**config.mk**
```make
export PLATFORM = sky130hd
export DESIGN_NAME = sdram_port_arbiter
export DESIGN_NICKNAME = d
export VERILOG_FILES = /design/src/rtl/sdram_arb_pkg.sv /design/src/rtl/rr_pick.sv /design/src/rtl/sdram_port_arbiter.sv
export SDC_FILE = /design/constraint.sdc
export NUM_CORES = 1
export LEC_CHECK = 0
export BUFFER_PORTS_ARGS = -buffer_cell sky130_fd_sc_hd__buf_2
export CORE_ASPECT_RATIO = 0.8
export CORE_MARGIN = 4
export CORE_UTILIZATION = 40
export CTS_CLUSTER_SIZE = 14
export DETAILED_ROUTE_END_ITERATION = 7
export GPL_TIMING_DRIVEN = 0
export HOLD_SLACK_MARGIN = 0.08
export MAX_ROUTING_LAYER = met4
export PLACE_DENSITY = 0.77
export SYNTH_ARGS = -nofsm -noshare
export SYNTH_HDL_FRONTEND = slang
export SYNTH_SLANG_ARGS = --single-unit
```
**constraint.sdc**
```tcl
create_clock -name clk -period 3 [get_ports clk]
set_input_delay 0.15 -clock clk [delete_from_list [all_inputs] [get_ports clk]]
set_output_delay 0.15 -clock clk [all_outputs]
set_load 0.01 [all_outputs]
```
**src/rtl/sdram_arb_pkg.sv**
```systemverilog
// rtl/sdram_arb_pkg.sv - shared widths, state encoding and round-robin search for SDRAM port arbiters
package sdram_arb_pkg;

   localparam int ADDR_W    = 22;
   localparam int DATA_W    = 32;
   localparam int MASK_W    = 4;
   localparam int MAX_PORTS = 8;

   typedef enum logic [1:0] {
      ARB     = 2'd0,
      ISSUE   = 2'd1,
      RECOVER = 2'd2
   } arb_state_t;

   // First set bit of valid scanning last+1, last+2, ... modulo n; returns last when none is set.
   function automatic logic [2:0] rr_first(input logic [MAX_PORTS-1:0] valid,
                                           input logic [2:0] last,
                                           input int n);
      int   j;
      logic found;
      found    = 1'b0;
      rr_first = last;
      for (int k = 1; k <= MAX_PORTS; k++) begin
         j = (int'({1'b0, last}) + k) % n;
         if (!found && (k <= n) && valid[3'(j)]) begin
            found    = 1'b1;
            rr_first = 3'(j);
         end
      end
   endfunction

endpackage

```
**src/rtl/rr_pick.sv**
```systemverilog
// rtl/rr_pick.sv - combinational round-robin winner selection for a valid vector
module rr_pick
   import sdram_arb_pkg::*;
#(
   parameter int NUM_PORTS = 3,
   parameter int GW        = $clog2(NUM_PORTS)
) (
   input  logic [NUM_PORTS-1:0] valid,
   input  logic [GW-1:0]        last_grant,
   output logic [GW-1:0]        winner,
   output logic                 any_valid
);

   logic [MAX_PORTS-1:0] valid_ext;
   logic [2:0]           pick;

   assign valid_ext = MAX_PORTS'(valid);
   assign pick      = rr_first(valid_ext, 3'(last_grant), NUM_PORTS);
   assign winner    = GW'(pick);
   assign any_valid = |valid;

endmodule

```
**src/rtl/sdram_port_arbiter.sv**
```systemverilog
// rtl/sdram_port_arbiter.sv - round-robin arbiter sharing one SDRAM controller port with optional bounded lock
module sdram_port_arbiter
   import sdram_arb_pkg::*;
#(
   parameter int NUM_PORTS = 3,
   parameter int MAX_LOCK  = 4,
   localparam int GW       = $clog2(NUM_PORTS)
) (
   input  logic                        clk,
   input  logic                        resetn,
   input  logic [NUM_PORTS-1:0]        req_valid,
   input  logic [NUM_PORTS-1:0]        req_lock,
   input  logic [NUM_PORTS*ADDR_W-1:0] req_addr,
   input  logic [NUM_PORTS*DATA_W-1:0] req_din,
   input  logic [NUM_PORTS*MASK_W-1:0] req_wmask,
   output logic [NUM_PORTS-1:0]        req_ready,
   output logic [DATA_W-1:0]           req_dout,
   output logic [ADDR_W-1:0]           mem_addr,
   output logic [DATA_W-1:0]           mem_din,
   output logic [MASK_W-1:0]           mem_wmask,
   output logic                        mem_valid,
   input  logic [DATA_W-1:0]           mem_dout,
   input  logic                        mem_ready,
   output logic [GW-1:0]               grant_id,
   output logic                        busy
);

   localparam logic [GW-1:0] LAST_PORT = GW'(NUM_PORTS - 1);

   arb_state_t    state;
   logic [GW-1:0] last_grant;
   logic [3:0]    lock_cnt;
   logic          lock_active;
   logic [GW-1:0] rr_winner;
   logic [GW-1:0] winner;
   logic          any_valid;
   logic          lock_hit;

   rr_pick #(
      .NUM_PORTS(NUM_PORTS),
      .GW       (GW)
   ) u_rr_pick (
      .valid     (req_valid),
      .last_grant(last_grant),
      .winner    (rr_winner),
      .any_valid (any_valid)
   );

   // A held lock overrides round-robin only while the locked port still requests.
   assign lock_hit = lock_active && req_valid[grant_id];
   assign winner   = lock_hit ? grant_id : rr_winner;

   always_ff @(posedge clk or negedge resetn) begin
      if (!resetn) begin
         state       <= ARB;
         last_grant  <= LAST_PORT;
         lock_cnt    <= 4'd0;
         lock_active <= 1'b0;
         req_ready   <= '0;
         req_dout    <= '0;
         mem_addr    <= '0;
         mem_din     <= '0;
         mem_wmask   <= '0;
         mem_valid   <= 1'b0;
         grant_id    <= '0;
         busy        <= 1'b0;
      end else begin
         case (state)
            ARB: begin
               if (any_valid) begin
                  if (lock_active && !req_valid[grant_id]) begin
                     lock_active <= 1'b0;
                     lock_cnt    <= 4'd0;
                  end
                  mem_addr   <= req_addr[winner*ADDR_W +: ADDR_W];
                  mem_din    <= req_din[winner*DATA_W +: DATA_W];
                  mem_wmask  <= req_wmask[winner*MASK_W +: MASK_W];
                  mem_valid  <= 1'b1;
                  grant_id   <= winner;
                  last_grant <= winner;
                  busy       <= 1'b1;
                  state      <= ISSUE;
               end
            end
            ISSUE: begin
               if (mem_ready) begin
                  req_dout  <= mem_dout;
                  req_ready <= NUM_PORTS'(1) << grant_id;
                  mem_valid <= 1'b0;
                  state     <= RECOVER;
                  if (req_lock[grant_id] && (int'(lock_cnt) + 1 < MAX_LOCK)) begin
                     lock_active <= 1'b1;
                     lock_cnt    <= lock_cnt + 4'd1;
                  end else begin
                     lock_active <= 1'b0;
                     lock_cnt    <= 4'd0;
                  end
               end
            end
            RECOVER: begin
               req_ready <= '0;
               busy      <= 1'b0;
               state     <= ARB;
            end
            default: state <= ARB;
         endcase
      end
   end

endmodule

```
==> results of run 1 <==
-- flip-flops by register name, summed over array words and instances, names as in the netlist --
signal,flops
state,2
last_grant,1
busy,1
mem_wmask,4
mem_din,32
mem_valid,1
lock_active,1
req_ready,3
mem_addr,22
lock_cnt,4
req_dout,32
grant_id,2
-- where the power goes --
| group | leakage, nW | internal [mW] | switching, mW | total (mW) |
|---|---|---|---|---|
| clock | 0.146 | 0.594 | 0.593 | 1.19 |
| sequential | 1.31 | 2.10 | 0.380 | 2.48 |
| combinational | 3.17 | 2.86 | 3.33 | 6.19 |
-- synthesized netlist by cell type (all sizes together) (2+ instances only) --
master / instances / area share
or3: 2 / 0.0023
a211oi: 2 / 0.0036
o31ai: 2 / 0.0027
a21oi: 2 / 0.0018
inv: 64 / 0.044
clkbuf: 23 / 0.016
a21o: 3 / 0.0041
nand2: 168 / 0.11
mux2i: 62 / 0.11
a221oi: 3 / 0.0059
ha: 8 / 0.018
o221ai: 58 / 0.11
and2: 2 / 0.0023
o21ai: 8 / 0.0073
and3: 3 / 0.0034
nor3: 4 / 0.0036
buf: 16 / 0.020
nand3: 5 / 0.0045
dfrtp: 104 / 0.47
nor2: 8 / 0.0054
nor2b: 2 / 0.0023
a22o: 5 / 0.0079
nor3b: 2 / 0.0027
-- area by class of cell --
cell class,instances,area share
Multi-Input combinational cell,363,0.3145
Timing Repair Buffer,365,0.2489
Clock buffer,9,0.02684
Sequential cell,105,0.3135
Buffer,37,0.03087
Clock inverter,7,0.009544
Tap cell,180,0.02684
Inverter,65,0.02908
-- worst max-delay path, stage by stage (launching register included) --
cell and delay (ns):
dfstp_2 0.60, inv_2 0.08, ha_4 0.26, mux2i_2 0.16
o31a_1 0.32, buf_4 0.15, a221oi_2 0.42, a221oi_2 0.10
buf_4 0.19, buf_12 0.16, buf_8 0.16, mux2i_2 0.24
o221ai_4 0.14
-- kinds of logic (layout without fill, tap and decap cells) --
| kind of cell | count (synthesis) | count (layout) | share of synthesized area |
|---|---|---|---|
| AND/OR/NAND/NOR | 201 | 201 | 0.1485 |
| flip-flops | 105 | 105 | 0.4770 |
| buffers and inverters | 104 | 483 | 0.07968 |
| AO/OA/AOI/OAI | 91 | 91 | 0.1621 |
| multiplexers | 63 | 63 | 0.1146 |
| adder cells (fa/ha/maj) | 8 | 8 | 0.01816 |
-- metrics by stage --
step,setup WS [ns],setup TNS (ns)
finish,-0.1241,-2.254
global route,-0.1892,-7.763
CTS,-0.1220,-3.197
detailed placement,-0.7433,-33.05
global placement,-0.7289,-32.91
floorplan,-0.0002793,-0.002514
-- how the worst max path moves through the flow --
stage | to | start | slack [ns] | depth (start not counted)
floorplan | mem_addr[11]$_DFFE_PN0P_ | last_grant[1]$_DFFE_PN1P_ | -0.0003 | 13
global placement | mem_addr[17]$_DFFE_PN0P_ | grant_id[0]$_DFFE_PN0P_ | -0.73 | 12
detailed placement | mem_din[14]$_DFFE_PN0P_ | grant_id[0]$_DFFE_PN0P_ | -0.74 | 10
CTS | mem_addr[19]$_DFFE_PN0P_ | last_grant[1]$_DFFE_PN1P_ | -0.12 | 12
global route | mem_addr[18]$_DFFE_PN0P_ | last_grant[1]$_DFFE_PN1P_ | -0.19 | 12
finish | mem_addr[18]$_DFFE_PN0P_ | last_grant[1]$_DFFE_PN1P_ | -0.12 | 12
-- per-layer routing --
layer / GRT usage / vias up
met1: 0.2875 / 2665
met5: - / -
li1: - / 2703
met2: 0.3909 / 256
met3: 0.04014 / 49
met4: 0.08409 / 0
-- timing repair --
action,CTS,global route
pin swaps,10,6
hold endpoints to repair,104,0
hold buffers,36,0
endpoints found under the setup margin,58,58
resized for setup,45,20
gates cloned,0,1
setup buffers,12,4
==> flow_summary.yaml, run 1 <==
setup_path:
  r2r-start: "last_grant[1]$_DFFE_PN1P_"
  timing.rr.end: "mem_addr[18]$_DFFE_PN0P_"
  required_ns: 3.22
  reg2reg_depth: 12
  critPathArrivalTime_ns: 3.34
  end_kind: "flop"
  path_class: "reg2reg"
  crit_fanout: 10
  r2r_slack_ns: -0.12
  setup.worst_path.start_class: "flop"
cells_and_area:
  multi_input_area_um2: 2639
  stdcell_count: 1131
  n_fill_cell: 1125
  drive_gt1_frac: 0.4395
  nNetsFinal: 1169
  seqCellArea_um2: 2630
  final_common_cell: "buf_2"
  final_area_um2: 8391
  fin_util: 0.6192
  final_cell_mix: "313 x buf_2, 167 x nand2_1, 103 x dfrtp_1"
  diodes: 0
  area_growth_pct: 52.24
timing:
  hold_slack_ns: 0.09509
  finalHoldViolations: 0
  skew_ns: 0.008138
  final.setup.worst_slack_ns: -0.1241
  relSlewSlack: 0.4154
  worst_pin_slew_ns: 0.8769
  fmax_mhz: 320.1
  report.final.slew_viol_count: 0
  finalCritPeriodShare: 1.041
  grt_setup_unrepaired: "yes"
  finalSetupViolCount: 50
  fin_crit_ns: 3.124
min_path:
  worstHoldPathType: "in2reg"
  holdCritStartpoint: "req_addr[60]"
  whs_endpoint: "mem_addr[16]$_DFFE_PN0P_"
  min_path_cells: 3
drt:
  drt-total-wl_um: 18800
  wl_met1_um: 7698
  wire_per_inst_um: 16.62
  dr_wl_met3_um: 1114
  wl_met2_um: 9401
  drcViolationCount: 0
  drt_iter0_drc: 352
  antenna_left: 0
  routed_via_density: 5.016
  vias: 5673
  routed.top_layer: "met4"
  drtPass1Iterations: 5
floorplanning:
  die_x_um: 139.2
  ios: 312
  die-area_um2: 15730
  coreArea_um2: 13550
  row_count: 38
  fp.dieH_um: 113.0
  initial_core_util: 0.4067
placed_design:
  placedInstanceArea_um2: 7321
  hpwl_um: 13630
  portBuffers: 311
  placed_cells: 1064
  gp_congestion: 0.9102
global_route:
  grt_pass1_wl_um: 28970
  antenna_found_initial: 0
  grt_max_degree: 71
  grt-ovfl-total: 0
  grt_pass1_vias: 5713
  grt_use_total: 0.2337
synth:
  yosysSeqAreaShare: 0.4770
  synth_area_um2: 5512
  synth_nets: 795
  ys_ff_latch: 105
  synthFlopType: "dfrtp_1"
  yosysUniqueCellTypes: 45
  synth_warnings: 0
  postSynthAreaPerCell_um2: 9.636
  synth_edf_count: 0
  async_reset_ff_frac: 1.000
  synthCells: 572
power:
  p_leak_nw: 4.627
  pwr_density_cell_nw_per_um2: 1175
  power_mw: 9.857
  ir_drop_uv: 977.8
clock_network:
  cts_root_buf: "clkbuf_16"
  cts.reportedPaths.clkPinSlew_ns: 0.07
  cts.sinks: 105
  cts_tree: "built"
  numCtsBuffers: 9
  clkLatencyLatePin_ns: 0.35
  cts.path.max_buffers: 2
  h-tree-depth: 3
job:
  maxCapViolCount: 0
run_status:
  outcome: "finished, violations left"
  violations: "negative setup slack"
(Power assumes the default switching activity.)
==> run 2, diff against run 1 <==
--- a/config.mk
+++ b/config.mk
@@ -6,15 +6,17 @@
 export NUM_CORES = 1
 export LEC_CHECK = 0
 export BUFFER_PORTS_ARGS = -buffer_cell sky130_fd_sc_hd__buf_2
-export CORE_ASPECT_RATIO = 0.8
+export CELL_PAD_IN_SITES_DETAIL_PLACEMENT = 1
+export CELL_PAD_IN_SITES_GLOBAL_PLACEMENT = 1
+export CORE_ASPECT_RATIO = 0.9
 export CORE_MARGIN = 4
-export CORE_UTILIZATION = 40
+export CORE_UTILIZATION = 29
 export CTS_CLUSTER_SIZE = 14
 export DETAILED_ROUTE_END_ITERATION = 7
 export GPL_TIMING_DRIVEN = 0
 export HOLD_SLACK_MARGIN = 0.08
 export MAX_ROUTING_LAYER = met4
-export PLACE_DENSITY = 0.77
+export PLACE_DENSITY_LB_ADDON = 0.1
 export SYNTH_ARGS = -nofsm -noshare
 export SYNTH_HDL_FRONTEND = slang
 export SYNTH_SLANG_ARGS = --single-unit
==> constraint.sdc (replaced) <==
create_clock -name clk -period 3 [get_ports clk]
set_input_delay 0.45 -clock clk [delete_from_list [all_inputs] [get_ports clk]]
set_output_delay 0.45 -clock clk [all_outputs]
set_load 0.01 [all_outputs]
==> run 2 against run 1 <==
Sequential share of layout area up 0.052 points. Clock skew is 0.0011 ns lower. Sequential power about the same. Register-to-register slack gained 0.04 ns. Non-clock buffer count decreased by 30. Die area rose by 35%. Combinational power rose by 14%. Critical path depth down 1. Via count down 2.0%. Critical path type unchanged. Largest cell class unchanged. The flow still finishes with violations (negative setup slack). Final area shrank 0.16%. Critical endpoint is now mem_wmask[3]$_DFFE_PN0P_. Fmax is 1.4% higher. Global-route usage fell by 2.6 points.
==> flow_summary.yaml, run 2 (same netlist as run 1, synthesis figures left out) <==
floorplanning:
  fp.dieH_um: 138.8
  initial_core_util: 0.2975
  coreArea_um2: 18520
  ios: 312
  die_x_um: 153.3
  row_count: 47
  die-area_um2: 21280
setup_path:
  crit_slowest_cell: "dfstp_2"
  crit_path_max_incr_delay_ns: 0.58
  r2r-start: "last_grant[1]$_DFFE_PN1P_"
  crit_fanout: 7
  required_ns: 3.27
  cp_top_family: "simple AND/OR/NAND/NOR gates"
  timing.rr.end: "mem_wmask[3]$_DFFE_PN0P_"
  critPathBufInv: 4
  end_kind: "flop"
  setup.worst_path.start_class: "flop"
  path_class: "reg2reg"
  crit_chain: "inv_2 -> ha_4 -> inv_6 -> a22oi_4 -> a211oi_4 -> or3_1 -> and4_4 -> or4b_4 -> buf_12 -> clkbuf_16 -> o221ai_2"
  reg2reg_depth: 11
  critPathArrivalTime_ns: 3.35
  r2r_slack_ns: -0.08
global_route:
  antenna_found_initial: 1
  grt_pass1_vias: 6098
  grt-ovfl-total: 0
  grt_max_degree: 67
  grt_pass1_wl_um: 34070
  grt_use_total: 0.2075
cells_and_area:
  nNetsFinal: 1139
  n_fill_cell: 2241
  area_growth_pct: 51.99
  stdcell_count: 1167
  final_cell_mix: "312 x buf_2, 167 x nand2_1, 103 x dfrtp_1"
  biggestRegsByFlops: "mem_din x32, req_dout x32, mem_addr x22"
  final_common_cell: "buf_2"
  drive_gt1_frac: 0.4788
clock_network:
  cts_hold_buffers: 0
  numCtsBuffers: 9
  cts.path.max_buffers: 2
  cts_tree: "built"
  cts.reportedPaths.clkPinSlew_ns: 0.08
  cts_root_buf: "clkbuf_16"
  cts.sinks: 105
  h-tree-depth: 3
  clkLatencyLatePin_ns: 0.35
power:
  pwr_density_cell_nw_per_um2: 1274
  p_leak_nw: 4.567
  ir_drop_uv: 546.6
  power_mw: 10.68
drt:
  drtPass1Iterations: 4
  drt-total-wl_um: 22050
  drt_iter0_drc: 174
  vias: 5558
  antenna_left: 0
  routed_via_density: 4.763
  drcViolationCount: 0
  wire_per_inst_um: 18.89
job:
  maxCapViolCount: 0
timing:
  fin_crit_ns: 3.082
  skew_ns: 0.007034
  hold_slack_ns: 0.2182
  finalSetupViolCount: 56
  finalCritPeriodShare: 1.027
  relSlewSlack: 0.4105
  worst_pin_slew_ns: 0.8842
  finalHoldViolations: 0
  fmax_mhz: 324.4
  final.setup.worst_slack_ns: -0.08244
  grt_setup_unrepaired: "yes"
  report.final.slew_viol_count: 0
placed_design:
  portBuffers: 311
  placed_cells: 1129
  gp_congestion: 0.8780
  hpwl_um: 17420
run_status:
  outcome: "finished, violations left"
  violations: "negative setup slack"
min_path:
  worstHoldPathType: "in2async"
## run 2: what timing repair did
item	CTS	global route
cloned	1	2
setup buffers	13	7
resized for setup	71	34
endpoints found under the setup margin	58	58
pin swaps	13	12
## run 2: metal layers
layer / wire [um] / global-route usage / vias to the layer above
met2: 11490 / 0.3642 / 177
met1: 8984 / 0.2419 / 2723
met4: 286 / 0.04266 / 0
met5: 0 / - / -
met3: 1289 / 0.05148 / 19
li1: - / - / 2639
## run 2: layout make-up
class                           count  area, um^2  share of cell area
Multi-Input combinational cell    363        2769              0.3305
Sequential cell                   105        2630              0.3140
Timing Repair Buffer              335        1827              0.2181
Tap cell                          245       306.5             0.03659
Buffer                             37       305.3             0.03645
Inverter                           65       249.0             0.02972
Clock buffer                       10       239.0             0.02853
Clock inverter                      6       48.80            0.005825
Antenna cell                        1       2.502           0.0002987
## run 2: stage by stage
step	cell area [um^2]	setup TNS, ns	util	worst slack (ns)
2_1_floorplan	5517	-0.002514	-	-0.0002793
3_3_place_gp	7380	-36.35	0.3984	-0.7345
3_5_place_dp	7402	-36.95	0.3996	-0.8006
4_1_cts	8120	-7.834	0.4384	-0.1986
5_1_grt	8377	-9.947	0.4522	-0.2099
6_report	8377	-2.467	0.4522	-0.08244
## run 2: worst max-delay path by stage
stage	start	slack (ns)	endpoint	cells past startpoint
2_1_floorplan	last_grant[1]$_DFFE_PN1P_	-0.0003	mem_addr[11]$_DFFE_PN0P_	13
4_1_cts	last_grant[1]$_DFFE_PN1P_	-0.20	mem_addr[14]$_DFFE_PN0P_	13
3_3_place_gp	grant_id[0]$_DFFE_PN0P_	-0.73	mem_addr[1]$_DFFE_PN0P_	10
6_report	last_grant[1]$_DFFE_PN1P_	-0.08	mem_wmask[3]$_DFFE_PN0P_	11
3_5_place_dp	grant_id[0]$_DFFE_PN0P_	-0.80	mem_addr[1]$_DFFE_PN0P_	10
5_1_grt	last_grant[1]$_DFFE_PN1P_	-0.21	mem_din[4]$_DFFE_PN0P_	11
## run 2: report_power, final
group	total, mW	internal, mW	switching, mW
clock network	1.17	0.599	0.575
registers	2.48	2.10	0.377
logic	7.03	3.31	3.72
